`config.mk`:
```
export PLATFORM = sky130hd
export DESIGN_NAME = otp_keystream_arbiter
export DESIGN_NICKNAME = d
export VERILOG_FILES = /design/src/rtl/otp_keystream_arbiter.sv
export SDC_FILE = /design/constraint.sdc
export NUM_CORES = 1
export LEC_CHECK = 0
export CORE_UTILIZATION = 48
export CTS_CLUSTER_SIZE = 16
export DETAILED_ROUTE_END_ITERATION = 6
export HOLD_SLACK_MARGIN = 0.02
export PLACE_DENSITY = 0.93
export SLEW_MARGIN = 20
export SYNTH_ARGS = -nofsm -noshare
export SYNTH_HDL_FRONTEND = slang
export SYNTH_SLANG_ARGS = --single-unit
```
`constraint.sdc`:
```
create_clock -name clk -period 2.5 [get_ports clk]
set_input_delay 0.5 -clock clk [delete_from_list [all_inputs] [get_ports clk]]
set_output_delay 0.5 -clock clk [all_outputs]
set_load 0.03 [all_outputs]
```
`src/rtl/otp_keystream_arbiter.sv`:
```
// Shares one 64-bit LFSR keystream between two requesters and applies out = ~data ^ ks per block.
// Handles seeding, round-robin grant, output handshake and lockout after MAX_BLOCKS words.
module otp_keystream_arbiter #(
    parameter int unsigned MAX_BLOCKS   = 1024,
    parameter logic [63:0] DEFAULT_SEED = 64'h0000_0000_0000_0001
) (
    input  logic        clk,
    input  logic        rst,
    input  logic        seed_valid,
    input  logic [63:0] seed,
    output logic        seed_ready,
    input  logic        req0_valid,
    input  logic [63:0] req0_data,
    output logic        req0_ready,
    input  logic        req1_valid,
    input  logic [63:0] req1_data,
    output logic        req1_ready,
    output logic        out_valid,
    output logic [63:0] out_data,
    output logic        out_id,
    input  logic        out_ready,
    output logic [15:0] blk_count,
    output logic        exhausted,
    output logic [1:0]  dbg_state
);

    // Handshakes: a transfer happens on a rising edge where valid & ready are both high.
    // reqN_ready is a grant and only rises with reqN_valid; out_data/out_id hold while out_valid & !out_ready.

    typedef enum logic [1:0] {
        ST_IDLE      = 2'd0,
        ST_RUN       = 2'd1,
        ST_EXHAUSTED = 2'd2
    } state_t;

    localparam logic [15:0] MAX_CNT = 16'(MAX_BLOCKS);

    state_t      state_q, state_d;
    logic [63:0] ks_q, ks_d;
    logic [15:0] blk_count_q, blk_count_d;
    logic        rr_ptr_q, rr_ptr_d;
    logic        out_valid_q, out_valid_d;
    logic [63:0] out_data_q, out_data_d;
    logic        out_id_q, out_id_d;

    logic        can_accept;
    logic        grant0;
    logic        grant1;
    logic        seed_load;
    logic [63:0] ks_next;
    logic [15:0] blk_count_inc;

    assign ks_next       = {ks_q[62:0], ks_q[63] ^ ks_q[62] ^ ks_q[60] ^ ks_q[59]};
    assign blk_count_inc = blk_count_q + 16'd1;

    // A new grant is allowed only when the output register is empty or draining this cycle.
    assign can_accept = (state_q == ST_RUN) && (!out_valid_q || out_ready);
    assign grant0     = can_accept && req0_valid && (!req1_valid || !rr_ptr_q);
    assign grant1     = can_accept && req1_valid && (!req0_valid || rr_ptr_q);
    assign seed_load  = seed_valid && (state_q != ST_RUN);

    always_comb begin
        state_d     = state_q;
        ks_d        = ks_q;
        blk_count_d = blk_count_q;
        rr_ptr_d    = rr_ptr_q;
        out_valid_d = out_valid_q;
        out_data_d  = out_data_q;
        out_id_d    = out_id_q;

        if (out_valid_q && out_ready) begin
            out_valid_d = 1'b0;
        end

        // Seeding never touches a pending result; it only restarts the keystream.
        if (seed_load) begin
            ks_d        = (seed == 64'd0) ? DEFAULT_SEED : seed;
            blk_count_d = 16'd0;
            rr_ptr_d    = 1'b0;
            state_d     = ST_RUN;
        end

        if (grant0 || grant1) begin
            out_data_d  = ~(grant1 ? req1_data : req0_data) ^ ks_q;
            out_id_d    = grant1;
            out_valid_d = 1'b1;
            ks_d        = ks_next;
            blk_count_d = blk_count_inc;
            rr_ptr_d    = ~grant1;
            if (blk_count_inc == MAX_CNT) begin
                state_d = ST_EXHAUSTED;
            end
        end
    end

    always_ff @(posedge clk or negedge rst) begin
        if (!rst) begin
            state_q     <= ST_IDLE;
            ks_q        <= 64'd0;
            blk_count_q <= 16'd0;
            rr_ptr_q    <= 1'b0;
            out_valid_q <= 1'b0;
            out_data_q  <= 64'd0;
            out_id_q    <= 1'b0;
        end else begin
            state_q     <= state_d;
            ks_q        <= ks_d;
            blk_count_q <= blk_count_d;
            rr_ptr_q    <= rr_ptr_d;
            out_valid_q <= out_valid_d;
            out_data_q  <= out_data_d;
            out_id_q    <= out_id_d;
        end
    end

    assign seed_ready = (state_q != ST_RUN);
    assign req0_ready = grant0;
    assign req1_ready = grant1;
    assign out_valid  = out_valid_q;
    assign out_data   = out_data_q;
    assign out_id     = out_id_q;
    assign blk_count  = blk_count_q;
    assign exhausted  = (state_q == ST_EXHAUSTED);
    assign dbg_state  = state_q;

endmodule
```
==> results of run 1 <==
==> area by class of cell <==
class	count	area, um2	area share [%]
repair buffers	310	3160	27.9
flip-flops and latches	149	3730	32.9
clock inverters	14	209	1.85
inverters	5	18.8	0.166
multi-input cells	595	3510	31.0
well taps	211	264	2.33
clock buffers	18	429	3.79
==> metal layers <==
| layer | part of all wire [%] | track usage [%] | wire length (um) | up-vias |
|---|---|---|---|---|
| met5 | 0 | 0 | 0 | - |
| met4 | 4.3 | 16.9 | 1130 | 0 |
| met3 | 8.3 | 6.91 | 2180 | 91 |
| met2 | 49 | 54.5 | 12800 | 491 |
| met1 | 38 | 41.5 | 10100 | 4015 |
| li1 | - | - | - | 3671 |
==> state kept, by name (all words and copies together), names as in the netlist <==
| name | cells |
|---|---|
| out_data | 64 |
| rr_ptr_q | 1 |
| dbg_state | 2 |
| out_id | 1 |
| blk_count | 16 |
| ks_q | 64 |
| out_valid | 1 |
==> report_power, final <==
group,switching (uW),internal [uW]
combinational,2100,1720
clock,1010,1760
sequential,793,3200
==> kinds of logic after synthesis <==
group,Yosys count
compound gates,362
fa+ha+maj,1
flops,149
buf+inv,71
simple gates,221
xor+xnor,11
==> per-stage QoR <==
stage / area (um2) / power [uW]
6_report: 11300 / 10600
5_1_grt: 11300 / 11100
4_1_cts: 11300 / 10600
3_5_place_dp: 10700 / 7790
3_3_place_gp: 10700 / 7650
2_1_floorplan: 7550 / 5940
==> final timing paths <==
kind	startpoint	end	slack, ns	cells past startpoint
worst max-delay path	req1_valid	req0_ready	0.10	5
worst min-delay path	rst	blk_count[12]	0.05	1
worst max register to register	blk_count[3]	dbg_state[1]	0.53	5
worst min register to register	out_id	out_id	0.50	2
max in group asynchronous	rst	ks_q[6]	1.79	2
min in group clk	out_id	out_id	0.50	2
==> cell usage in the layout, fill, tap and decap left out, types with 2 or more instances in the layout <==
cell type and count:
and2_1 3, nand3_1 7, o211a_1 2, buf_4 17
clkinvlp_4 4, a31oi_1 3, clkdlybuf4s50_1 282, inv_2 4
nor2_1 15, clkinv_2 4, o21ai_1 14, nor4_1 19
a21oi_1 68, o31ai_1 4, xor2_1 3, a22oi_1 127
dfrtp_1 149, o22ai_1 128, xnor2_1 8, nor3_1 6
bufinv_16 5, buf_12 10, nand2_1 148, nand4_1 8
o21ai_0 6, clkbuf_16 17
==> impl_metrics.toml, run 1 <==
[setup_path]
start_kind = "input pin"
cp_max_fo = 10
path_cells = "clkdlybuf4s50_1, nand2_1, nand4_1, inv_2, buf_4"
setup.worst_path.class = "input pin to output port"
path_buf_inv = 3
critical_path.top_delay_family = "buffers and inverters"
cp_data_required_time_ns = 2.00
crit_path_end_kind = "output port"
cp_slowest_cell = "clkdlybuf4s50_1"
arrival_ns = 1.90
cpPeakStageDelay_ns = 0.55

[synth]
synthFlopType = "dfrtp_1"
syn_area_per_cell_um2 = 9.26
synthXorXnorAreaFrac_pct = 1.28
ys_types = 49
synthMostInstantiatedCell = "dfrtp_1"
async_flop_share_pct = 100
synth_common_cells = "dfrtp_1, nand2_1, o22ai_1"
ys.warnings.count = 0
synthAdderAreaFrac_pct = 0.166
synth_top_family_by_area = "compound AO/OA/AOI/OAI gates"
seq_area_frac_synth_pct = 49.4
synth_area_leader_cell = "dfrtp_1"
synth_area_leaders = "dfrtp_1, a22oi_1, o22ai_1, nand2_1, a21oi_1"
syn_area_mm2 = 0.00755
synthSimpleGateAreaFrac_pct = 13.4
syn_inst = 815
yosysTopAreaCellShare_pct = 49.4
synth.net_count = 1014
synth-compound-area-share_pct = 31.3
ys_seq_elements = 149
muxShareOfSynthArea_pct = 0
synth_edf_count = 0

[timing]
timing.final.crit_share_pct = 96.0
final-hold-violation-count = 0
fin_setup_tns_ns = 0
setup_viol_count_final = 0
worst_pin_slew_ns = 0.558
slew_headroom_pct = 62.8
rsz0062_at_grt = "no"
fin_crit_ns = 2.40
slew_viol_final = 0
fmax_mhz = 417
worst_slack_ns = 0.101
finalClockSkew_ns = 0.00735
whs_ns = 0.0501

[cells_and_area]
syn2layout_area_growth_pct = 50.0
nFillCells = 1051
final_util_pct = 74.2
num_antenna_cells = 0
nets = 1277
layout-drive-gt1-share_pct = 6.87
layout.cells.non_filler = 1302

[cts]
htreeDepth = 4
clk_pin_slew_ns = 0.06
cts_hold_buf = 0
postCtsSetupBuffers = 0
cts-root-buf = "clkbuf_16"
cts_tree = "yes"
clockBufferDepth = 2
cts.sinks = 149
clock_latency_ns = 0.42
ctsResizeCount = 0
cts_buffers = 17

[floorplanning]
io_pins = 286
start_util_pct = 49.5
die_h_um = 127
core_area_mm2 = 0.0153
dieWidth_um = 127
rows = 45
dieArea_mm2 = 0.0162

[run]
drv_cap = 0

[outcome]
status = "finished clean"

[pwr]
p_leak_uw = 0.00464
ir_drop_v = 0.000687
power_density_mw_per_mm2 = 935

[detailed_routing]
routedWlPerCell_um = 20.1
drt_first_pass_iters = 5
drc = 0
wirelength_um = 26200
ant_nets = 0
vias_per_cell = 6.35
routed-via-count = 8268
drt-initial-drc-count = 763

[grt]
grt-ovfl-total = 0
grt_pass1_wl_um = 42200
grt_pass1_vias = 8309
antenna_found_initial = 0
grt_max_degree = 67
grt_use_total_pct = 33.2

[place]
pre_cts_slack_ns = -0.0660
hpwl_um = 18100
dp.cells = 1270
gp_congestion = 0.884
io_buffers = 285

[worst_hold_path]
hold_path.class = "input pin to async pin"
Power figures use the tool's default switching activity.
==> inputs of run 2 (changes only) <==
--- a/config.mk
+++ b/config.mk
@@ -9,7 +9,8 @@
 export CTS_CLUSTER_SIZE = 16
 export DETAILED_ROUTE_END_ITERATION = 6
 export HOLD_SLACK_MARGIN = 0.02
-export PLACE_DENSITY = 0.93
+export PLACE_DENSITY = 0.92
+export RECOVER_POWER = 100
 export SLEW_MARGIN = 20
 export SYNTH_ARGS = -nofsm -noshare
 export SYNTH_HDL_FRONTEND = slang
==> run 2 against run 1 <==
  * The flow now finishes with violations (design-rule violations)
  * Via count grew 0.51%
  * Critical path depth is the same
  * Clock power shrank 9.4%
  * Global-route usage grew 0.12 points
  * Sequential cell count is the same
  * Worst hold slack gained 0.37 ns
  * First-iteration DRC count grew 16%
  * Clock skew grew 0.0065 ns
  * Combinational power shrank 4%
  * Routed wire length grew 0.97%
  * Register-to-register slack lost 0.22 ns
  * Die area is the same
  * Critical path type unchanged
  * Largest cell class unchanged
  * Largest power group unchanged
==> impl_metrics.toml, run 2 (same netlist as run 1, synthesis figures left out) <==
[setup_path]
start_kind = "input pin"
arrival_ns = 1.92
path_cells = "clkdlybuf4s50_1, nand2b_1, o2111ai_4, inv_1, buf_4"
setup.worst_path.class = "input pin to output port"
cp_slowest_cell = "clkdlybuf4s50_1"
cp_max_fo = 6
crit_path_end_kind = "output port"
cpPeakStageDelay_ns = 0.45
cp_data_required_time_ns = 2.00

[pwr]
comb_power_share_pct = 36.0
switching_share_pct = 38.5
power_density_mw_per_mm2 = 906
p_leak_uw = 0.00460
switchingPower_uw = 3910
ir_drop_v = 0.000485
internal-power_uw = 6230
power.share.sequential_pct = 39.1
p_clk_share_pct = 24.9

[detailed_routing]
wirelength_um = 26500
vias_per_cell = 6.36
drc = 1
drt_first_pass_iters = 7
routed-via-count = 8310
routedWlPerCell_um = 20.3
drt-initial-drc-count = 884
ant_nets = 0

[floorplanning]
die_h_um = 127
start_util_pct = 49.5
dieArea_mm2 = 0.0162
dieWidth_um = 127
io_pins = 286
rows = 45
core_area_mm2 = 0.0153

[cells_and_area]
layout-drive-gt1-share_pct = 6.76
nFillCells = 1088
final_util_pct = 73.4
final_cell_area_mm2 = 0.0112
num_antenna_cells = 0
nets = 1281
syn2layout_area_growth_pct = 48.3
final_cell_mix = "clkdlybuf4s50_1, dfrtp_1, nand2_1, o22ai_1, a22oi_1"
final_common_cell = "clkdlybuf4s50_1"
layout.cells.non_filler = 1306

[outcome]
violations = "design-rule violations"
status = "complete, but fails checks"

[cts]
clockBufferDepth = 2
cts_buffers = 17
cts.sinks = 149
clock_latency_ns = 0.43
cts_tree = "yes"
htreeDepth = 4
cts-root-buf = "clkbuf_16"
ctsResizeCount = 0
postCtsSetupBuffers = 0
cts_hold_buf = 0
clk_pin_slew_ns = 0.06

[timing]
setup_viol_count_final = 0
finalClockSkew_ns = 0.0139
timing.final.crit_share_pct = 97.0
slew_viol_final = 0
worst_slack_ns = 0.0761
fin_crit_ns = 2.42
final-hold-violation-count = 0
fmax_mhz = 413
slew_headroom_pct = 0.754
worst_pin_slew_ns = 1.49
rsz0062_at_grt = "no"

[grt]
antenna_found_initial = 0
grt_pass1_vias = 8373
grt-ovfl-total = 0
grt_use_total_pct = 33.3
grt_pass1_wl_um = 42100
grt_max_degree = 68

[place]
gp_congestion = 0.856
dp.cells = 1274
pre_cts_slack_ns = -0.0845
postPlaceCellArea_mm2 = 0.0107
io_buffers = 285
hpwl_um = 18400

[worst_hold_path]
hold_path.class = "input pin to async pin"

[run]
drv_cap = 0
==> run 2: final cells by class <==
| type | instances | area, um2 | share of cell area [%] |
|---|---|---|---|
| multi-input cells | 595 | 3500 | 31.2 |
| well taps | 211 | 264 | 2.36 |
| repair buffers | 314 | 3110 | 27.8 |
| clock inverters | 12 | 130 | 1.16 |
| inverters | 5 | 18.8 | 0.168 |
| clock buffers | 20 | 447 | 3.99 |
| flip-flops and latches | 149 | 3730 | 33.3 |
==> run 2: critical path: cells and delay by family <==
family | cells | cell delay [ns]
AO/OA/AOI/OAI | 1 | 0.18
buffers and inverters | 3 | 0.89
AND/OR/NAND/NOR | 1 | 0.35
==> run 2: path summary, 6_finish.rpt <==
| kind | startpoint | end | slack [ns] | cells past startpoint |
|---|---|---|---|---|
| worst max-delay path | out_ready | req1_ready | 0.08 | 5 |
| worst min-delay path | rst | out_data[17] | 0.42 | 1 |
| worst max register to register | out_valid | out_data[45] | 0.31 | 5 |
| worst min register to register | out_id | out_id | 0.49 | 2 |
| max in group asynchronous | rst | out_data[58] | 0.42 | 2 |
| min in group clk | out_id | out_id | 0.49 | 2 |
==> run 2: per-layer routing <==
metal | GRT usage [%] | vias up | share of wire, %
li1 | - | 3699 | -
met1 | 40.4 | 3989 | 38
met2 | 55.5 | 532 | 49
met3 | 7.71 | 90 | 8.5
met4 | 17.1 | 0 | 4.0
met5 | 0 | - | 0
==> run 2: stage by stage <==
stage	power, uW	hold WS [ns]	setup TNS (ns)
6_report	10100	0.418	0
5_1_grt	10600	0.522	0
4_1_cts	10400	0.0547	0
3_5_place_dp	7800	0.472	-0.0845
3_3_place_gp	7650	0.466	-0.114
2_1_floorplan	5940	0.204	0
==> run 2: power groups by stage <==
stage | logic [uW] | registers (uW) | clock network [uW]
after floorplan | 1300 | 4640 | 0
after global placement | 3700 | 3960 | 0
after detailed placement | 3810 | 3990 | 0
after CTS | 3840 | 3960 | 2550
after global routing | 3910 | 4060 | 2670
final | 3660 | 3960 | 2520
==> inputs of run 3 (changes only) <==
--- a/config.mk
+++ b/config.mk
@@ -5,12 +5,14 @@
 export SDC_FILE = /design/constraint.sdc
 export NUM_CORES = 1
 export LEC_CHECK = 0
+export CORE_MARGIN = 4
 export CORE_UTILIZATION = 48
 export CTS_CLUSTER_SIZE = 16
 export DETAILED_ROUTE_END_ITERATION = 6
 export HOLD_SLACK_MARGIN = 0.02
 export PLACE_DENSITY = 0.92
 export RECOVER_POWER = 100
+export SETUP_SLACK_MARGIN = 0.05
 export SLEW_MARGIN = 20
 export SYNTH_ARGS = -nofsm -noshare
 export SYNTH_HDL_FRONTEND = slang
==> run 3 against run 2 <==
  * Cell count down 0.77%
  * Die area up 9.6%
  * Worst hold slack better by 0.063 ns
  * Register-to-register slack about the same
  * The flow finishes with violations (max-capacitance violations, max-slew violations)
  * Combinational power about the same
  * Total power down 0.78%
  * Largest cell class unchanged
  * Setup slack better by 0.065 ns
  * Critical endpoint unchanged
==> impl_metrics.toml, run 3 (same netlist as run 1, synthesis figures left out) <==
[place]
io_buffers = 285
hpwl_um = 18700
dp.cells = 1265
gp_congestion = 0.848

[setup_path]
cp_max_fo = 5
cp_data_required_time_ns = 2.00
r2r_setup_slack_ns = 0.31
crit_path_end_kind = "output port"
worstReg2RegStart = "blk_count[3]"
rr_endpoint = "dbg_state[1]"
reg2regPathDepth = 5
setup.worst_path.class = "input pin to output port"
start_kind = "input pin"
arrival_ns = 1.86

[outcome]
status = "complete, but fails checks"
violations = "max-capacitance violations, max-slew violations"

[cells_and_area]
final_util_pct = 72.9
nets = 1272
layout.cells.non_filler = 1296
layout-drive-gt1-share_pct = 5.44
syn2layout_area_growth_pct = 48.0
final_common_cell = "clkdlybuf4s50_1"
final_cell_mix = "clkdlybuf4s50_1, dfrtp_1, nand2_1, o22ai_1, a22oi_1"

[detailed_routing]
routedWlPerCell_um = 20.7
ant_nets = 0
wirelength_um = 26800
drc = 0
routed-via-count = 8128
vias_per_cell = 6.27
drt-initial-drc-count = 596
drt_first_pass_iters = 7

[grt]
grt_use_total_pct = 29.8
grt_pass1_vias = 8219
antenna_found_initial = 1
grt-ovfl-total = 0
grt_max_degree = 73
grt_pass1_wl_um = 42700

[pwr]
p_leak_uw = 0.00458
power_density_mw_per_mm2 = 901
p_total_uw = 10100
ir_drop_v = 0.000598

[floorplanning]
rows = 45
core_area_mm2 = 0.0153
die_h_um = 133
io_pins = 286
dieArea_mm2 = 0.0178
dieWidth_um = 133
start_util_pct = 49.3

[timing]
setup_viol_count_final = 0
fin_setup_tns_ns = 0
final-hold-violation-count = 0
worst_pin_slew_ns = 1.67
rsz0062_at_grt = "no"
slew_viol_final = 63
fmax_mhz = 424
timing.final.crit_share_pct = 94.4
slew_headroom_pct = -11.4
fin_crit_ns = 2.36
finalClockSkew_ns = 0.00817

[worst_hold_path]
hold_path.class = "flop to flop"
whs_path_depth = 2
min_to = "out_id"
min_from = "out_id"

[cts]
clock_latency_ns = 0.41
cts-root-buf = "clkbuf_16"
htreeDepth = 4
cts_tree = "yes"
clockBufferDepth = 2
clk_pin_slew_ns = 0.05
cts.sinks = 149
postCtsSetupBuffers = 0
cts_buffers = 17

[run]
drv_cap = 1
[run 3: changes by cell type in the layout (fill, tap and decap cells not counted), moves of 2 or more]
| cell | before | now |
|---|---|---|
| clkbuf_1 | 3 | 7 |
| buf_12 | 6 | 9 |
| clkinv_2 | 3 | 1 |
| clkinvlp_4 | 5 | 1 |
| clkbuf_2 | 9 | 2 |
| buf_4 | 14 | 10 |
[run 3: area by class of cell]
type                       count  area, um2
sequential                   149       3730
clock inverter                 4       72.6
inverter                       5       18.8
clock buffer                  26        479
multi-input combinational    595       3500
antenna                        1       2.50
fill                        1165       4150
timing repair buffer         305       3100
tap                          211        264
[run 3: routing by layer]
layer  GRT usage (%)  up-vias  part of all wire [%]
met5               0        -                     0
met4            12.7        0                   3.5
met3            7.44       65                   8.5
met2            49.6      450                    49
met1            37.2     3942                    39
li1                -     3671                     -
[run 3: how the worst max path moves through the flow]
stage	to	slack (ns)	start	depth (start not counted)
final	req1_ready	0.14	req1_valid	4
after global routing	req1_ready	0.07	req1_valid	4
after CTS	req0_ready	0.07	out_ready	5
after detailed placement	out_data[20]	0.05	out_ready	8
after global placement	ks_q[0]	0.1	seed[23]	7
after floorplan	out_data[60]	0.49	dbg_state[1]	7
[run 3: worst max-delay path, cell delays in order]
cell and delay [ns]:
dlygate4sd3_1 0.68, o2111ai_4 0.19, inv_1 0.26, buf_4 0.22
[run 3: timing repair]
| item | in CTS | in global routing |
|---|---|---|
| hold buffers | 0 | 0 |
| resized for setup | 0 | 1 |
| hold endpoints to repair | 0 | 0 |
| endpoints found under the setup margin | 0 | 1 |
[run 3: power breakdown]
group	leakage (uW)	total [uW]	internal (uW)	switching (uW)
Combinational	0.00248	3650	1550	2100
Clock	0.000264	2450	1510	942
Sequential	0.00183	3960	3200	766
[run 3: metrics by stage]
step                      hold WS [ns]  cell area [um2]  setup slack [ns]
final                            0.481            11200             0.141
after detailed placement         0.474            10700            0.0528
after global routing             0.526            11200            0.0746
after global placement           0.468            10700            0.0987
after floorplan                  0.204             7550             0.490
after CTS                        0.102            11200            0.0745
